### src/rtl/comparator_2bit_if.sv
// -----------------------------------------------------------------------------
// comparator_2bit_if
// Operand/result bundle for the registered magnitude comparator.
//
// Signals:
//   in_valid   - operand pair A/B valid this cycle (master -> slave)
//   signed_cmp - 0 = unsigned, 1 = two's-complement compare (master -> slave)
//   A, B       - WIDTH-bit operands (master -> slave)
//   Y          - registered relation vector {EQ,NE,GT,LT,GE,LE} (slave -> master)
//   out_valid  - Y was updated from a valid pair this cycle (slave -> master)
//
// Modports:
//   master - the operand producer / result consumer
//   slave  - the comparator itself
// -----------------------------------------------------------------------------
interface comparator_2bit_if #(
    parameter int WIDTH = 2
);
    logic             in_valid;
    logic             signed_cmp;
    logic [WIDTH-1:0] A;
    logic [WIDTH-1:0] B;
    logic [5:0]       Y;
    logic             out_valid;

    modport master (
        output in_valid,
        output signed_cmp,
        output A,
        output B,
        input  Y,
        input  out_valid
    );

    modport slave (
        input  in_valid,
        input  signed_cmp,
        input  A,
        input  B,
        output Y,
        output out_valid
    );
endinterface

### src/rtl/comparator_2bit.sv
// -----------------------------------------------------------------------------
// comparator_2bit
// Registered magnitude comparator. Compares two WIDTH-bit operands either as
// unsigned or as two's-complement values and registers the relation vector
// Y = {EQ, NE, GT, LT, GE, LE} one clock after a valid operand pair.
// When no valid pair is presented, Y holds and out_valid drops.
//
// Ports:
//   clk  - rising-edge clock
//   rst  - asynchronous active-high reset; clears Y and out_valid
//   bus  - comparator_2bit_if.slave (in_valid, signed_cmp, A, B -> Y, out_valid)
//
// WIDTH must be >= 1 and must match the WIDTH of the connected interface.
// -----------------------------------------------------------------------------
module comparator_2bit #(
    parameter int WIDTH = 2
) (
    input  logic              clk,
    input  logic              rst,
    comparator_2bit_if.slave  bus
);

    logic [WIDTH-1:0] a_cmp;
    logic [WIDTH-1:0] b_cmp;
    logic             eq;
    logic             gt;
    logic             lt;

    logic [5:0]       y_d;
    logic [5:0]       y_q;
    logic             out_valid_d;
    logic             out_valid_q;

    // Relation logic. Signed operands are mapped to offset-binary by inverting
    // the sign bit; that mapping preserves ordering, so one unsigned magnitude
    // compare serves both modes. Equality never depends on the mode.
    always_comb begin
        // NOTE: every variable gets a default before any conditional update,
        // so no path leaves a signal unassigned and no latch is inferred.
        a_cmp       = bus.A;
        b_cmp       = bus.B;
        y_d         = y_q;
        out_valid_d = 1'b0;

        if (bus.signed_cmp) begin
            a_cmp[WIDTH-1] = ~bus.A[WIDTH-1];
            b_cmp[WIDTH-1] = ~bus.B[WIDTH-1];
        end

        eq = (bus.A == bus.B);
        gt = (a_cmp > b_cmp);
        lt = (a_cmp < b_cmp);

        if (bus.in_valid) begin
            y_d         = {eq, ~eq, gt, lt, gt | eq, lt | eq};
            out_valid_d = 1'b1;
        end
    end

    // NOTE: state registers use non-blocking assignments so all flops update
    // together at the edge regardless of statement order.
    always_ff @(posedge clk or posedge rst) begin
        if (rst) begin
            y_q         <= 6'b000000;
            out_valid_q <= 1'b0;
        end else begin
            y_q         <= y_d;
            out_valid_q <= out_valid_d;
        end
    end

    // Outputs come straight from flops: no combinational input-to-output path.
    assign bus.Y         = y_q;
    assign bus.out_valid = out_valid_q;

endmodule

### src/flat_wrapper.sv
// flat-port wrapper written by rule: the top's interface ports become plain ports
module comparator_2bit_flat 
#(
    parameter int WIDTH = 2
)
  (clk, rst, bus_in_valid, bus_signed_cmp, bus_A, bus_B, bus_Y, bus_out_valid);
  comparator_2bit_if #(.WIDTH(WIDTH)) bus_i ();
  input  logic clk;
  input  logic rst;
  input wire logic [$bits(bus_i.in_valid)-1:0] bus_in_valid;
  input wire logic [$bits(bus_i.signed_cmp)-1:0] bus_signed_cmp;
  input wire logic [$bits(bus_i.A)-1:0] bus_A;
  input wire logic [$bits(bus_i.B)-1:0] bus_B;
  output wire logic [$bits(bus_i.Y)-1:0] bus_Y;
  output wire logic [$bits(bus_i.out_valid)-1:0] bus_out_valid;
  assign bus_i.in_valid = bus_in_valid;
  assign bus_i.signed_cmp = bus_signed_cmp;
  assign bus_i.A = bus_A;
  assign bus_i.B = bus_B;
  assign bus_Y = bus_i.Y;
  assign bus_out_valid = bus_i.out_valid;
  comparator_2bit #(.WIDTH(WIDTH)) u_core (.clk(clk), .rst(rst), .bus(bus_i));
endmodule
### config.mk
export PLATFORM = sky130hd
export DESIGN_NAME = comparator_2bit_flat
export DESIGN_NICKNAME = d
export VERILOG_FILES = /design/src/rtl/comparator_2bit_if.sv /design/src/rtl/comparator_2bit.sv /design/src/flat_wrapper.sv
export SDC_FILE = /design/constraint.sdc
export NUM_CORES = 1
export LEC_CHECK = 0
export ABC_AREA = 1
export CAP_MARGIN = 20
export CORE_AREA = 3 3 40 42
export CTS_BUF_LIST = sky130_fd_sc_hd__clkbuf_2 sky130_fd_sc_hd__clkbuf_4 sky130_fd_sc_hd__clkbuf_8
export DETAILED_ROUTE_END_ITERATION = 8
export DIE_AREA = 0 0 43 45
export DONT_BUFFER_PORTS = 1
export PLACE_DENSITY = 0.48
export SLEW_MARGIN = 20
export SYNTH_ARGS = -nofsm -noshare
export SYNTH_HDL_FRONTEND = slang
export SYNTH_SLANG_ARGS = --single-unit
### constraint.sdc
create_clock -name clk -period 1.15 [get_ports clk]
set_input_delay 0.23 -clock clk [delete_from_list [all_inputs] [get_ports clk]]
set_output_delay 0.23 -clock clk [all_outputs]
set_load 0.01 [all_outputs]
==> impl_metrics.tcl <==
set metrics [dict create \
    wl_per_cell_um 9.90 \
    dieArea_um2 1940 \
    yosysTopAreaCell "dfrtp_1" \
    status "finished clean" \
    synthMuxAreaShare 0 \
    ys_warn_count 0 \
    drv_slew 0 \
    syn_inst 38 \
    syn_avg_cell_area_um2 8.33 \
    p_int_w 0.000458 \
    synth_most_common_cell "nand2_1" \
    antenna_found_initial 0 \
    r2r_start "u_core.bus.Y[0]$_DFFE_PP0P_" \
    rsz0062_at_grt "false" \
    synth_area_um2 317 \
    fmax_ghz 1.12 \
    drc 0 \
    hp-class "input pin to flip-flop" \
    portBuffers 0 \
    swShare 0.257 \
    cp-start-kind "flip-flop" \
    vias 231 \
    grt_usage 0.0663 \
    synthTopCellsByCount "nand2_1 (11), dfrtp_1 (7), inv_1 (6), nor2_1 (6), nand2_2 (2)" \
    cts_sinks 7 \
    cts_resized 0 \
    io_pins 15 \
    floorplan.rows 13 \
    final_hold_viol_count 0 \
    fin_setup_tns_ns 0 \
    cts_tree "done" \
    min_from "bus_in_valid" \
    path_clk_slew_ns 0.05 \
    cp.arrival_ns 0.66 \
    grt_pass1_wl_um 883 \
    seqPwrFrac 0.499 \
    grt-ovfl-total 0 \
    synth_edf_count 0 \
    ys_seq_elements 7 \
    power_w 0.000617 \
    synth-compound-area-share 0.0435 \
    p_per_area_nw_per_um2 1600 \
    initial_core_util 0.246 \
    cts_max_level 1 \
    yosys.area_share.simple 0.281 \
    yosysTopAreaCellShare 0.553 \
    cts_buffer_depth 2 \
    yosys.cell_types.count 11 \
    grt_pass1_vias 224 \
    clock_latency_ns 0.25 \
    wl_um 584 \
    skew_ns 0 \
    path_max_fanout 2 \
    ys_top_cells_by_area "dfrtp_1 (55%), nand2_1 (13%), inv_1 (7.1%)" \
    seq_area_frac_synth 0.553 \
    cp.required_ns 0.92 \
    max_cap_violations 0 \
    via_per_inst 3.92 \
    layout-drive-gt1-share 0.182 \
    min_period_ns 0.892 \
    grt_max_degree 8 \
    tightest_slew_ns 0.266 \
    place_congestion 0.635 \
    ctsHoldBuffers 1 \
    worstSetupEndpointType "output pin" \
    clockPowerShare 0.394 \
    die_w_um 43 \
    critPathLaunch "u_core.bus.Y[0]$_DFFE_PP0P_" \
    clock-root-buffer "clkbuf_4" \
    async_flop_share 1.00 \
    slew_headroom 0.822 \
    drtPass1Iterations 1 \
    area_growth_syn_to_layout_pct 21.7 \
    syn_nets 47 \
    core-area_um2 1280 \
    vdd_ir_drop_max_uv 317 \
    synth_xor_area_frac 0 \
    synth_ff_type "dfrtp_1" \
    fin_nets 54 \
    drtIter0Drc 0 \
    synth_top_family_by_area "simple AND/OR/NAND/NOR gates" \
    n_antenna_cell 0 \
    setup_viol 0 \
    leakage_nw 0.209 \
    drtAntennaViolNets 0 \
    crit_type "flip-flop to output pin" \
    switchingPower_w 0.000158 \
    hpwl_um 462 \
    post-cts-setup-buffer-count 0 \
    chipHeight_um 45 \
    cts_made_buffers 3 \
    synthAdderAreaFrac 0.0395 \
    period_share 0.776 \
    p_comb_frac 0.107 \
]
layout by cell type, fill, tap and decap left out, drive strengths merged:
cell,Yosys,final
a21oi,1,1
clkbuf,0,4
dfrtp,7,7
dlygate4sd3,0,2
ha,1,1
inv,7,7
nand2,13,13
nand3,1,1
nand3b,1,1
nor2,6,6
o21ai,1,1
per-layer routing:
| layer | wire length, µm | part of all wire | GRT usage |
|---|---|---|---|
| met1 | 237 | 0.41 | 0.0667 |
| met3 | 35 | 0.060 | 0.0398 |
| met4 | 0 | 0 | 0.0723 |
| met2 | 311 | 0.53 | 0.0898 |
| met5 | 0 | 0 | 0 |
final timing paths:
| check | cells past startpoint | endpoint | slack (ns) |
|---|---|---|---|
| min in group asynchronous | 2 | u_core.bus.Y[2]$_DFFE_PP0P_ | 0.35 |
| worst max register to register | 2 | u_core.bus.Y[0]$_DFFE_PP0P_ | 0.46 |
| worst max-delay path | 0 | bus_Y[0] | 0.26 |
| worst min-delay path | 2 | u_core.bus.Y[4]$_DFFE_PP0P_ | 0.12 |
| worst min register to register | 2 | u_core.bus.Y[3]$_DFFE_PP0P_ | 0.54 |
| max in group asynchronous | 2 | u_core.bus.out_valid$_DFF_PP0_ | 0.59 |
layout make-up:
| class | count | area [µm²] |
|---|---|---|
| Inverter | 7 | 26.3 |
| Fill cell | 142 | 900 |
| Sequential cell | 7 | 175 |
| Clock buffer | 4 | 30.0 |
| Timing Repair Buffer | 2 | 20.0 |
| Tap cell | 15 | 18.8 |
| Multi-Input combinational cell | 24 | 115 |
power by group through the flow:
stage | logic, W | clock network, W | registers (W)
finish | 0.0000661 | 0.000243 | 0.000308
global route | 0.0000769 | 0.000268 | 0.000311
CTS | 0.0000648 | 0.000254 | 0.000309
detailed placement | 0.0000620 | 0 | 0.000313
global placement | 0.0000624 | 0 | 0.000312
floorplan | 0.0000530 | 0 | 0.000307
sequential cells by signal, summed over array words and instances, names as in the netlist:
register and flops:
u_core.bus.out_valid 1, u_core.bus.Y 6
metrics by stage:
step / cells / worst slack, ns / instance area (µm²) / utilization / hold slack, ns
finish: 59 / 0.258 / 385 / 0.300 / 0.123
CTS: 58 / 0.242 / 375 / 0.292 / 0.000284
global route: 59 / 0.230 / 385 / 0.300 / 0.126
global placement: 53 / 0.189 / 335 / 0.261 / 0.0668
detailed placement: 53 / 0.187 / 335 / 0.261 / 0.0709
floorplan: 38 / 0.244 / 317 / - / 0.0334
kinds of logic (layout without fill, tap and decap cells):
group                      count (synthesis)  in the layout
buffers and inverters                      7             13
DFF                                        7              7
AOI/OAI and AO/OA                          2              2
and+or+nand+nor                           21             21
adders and majority gates                  1              1
Power figures use the tool's default switching activity.
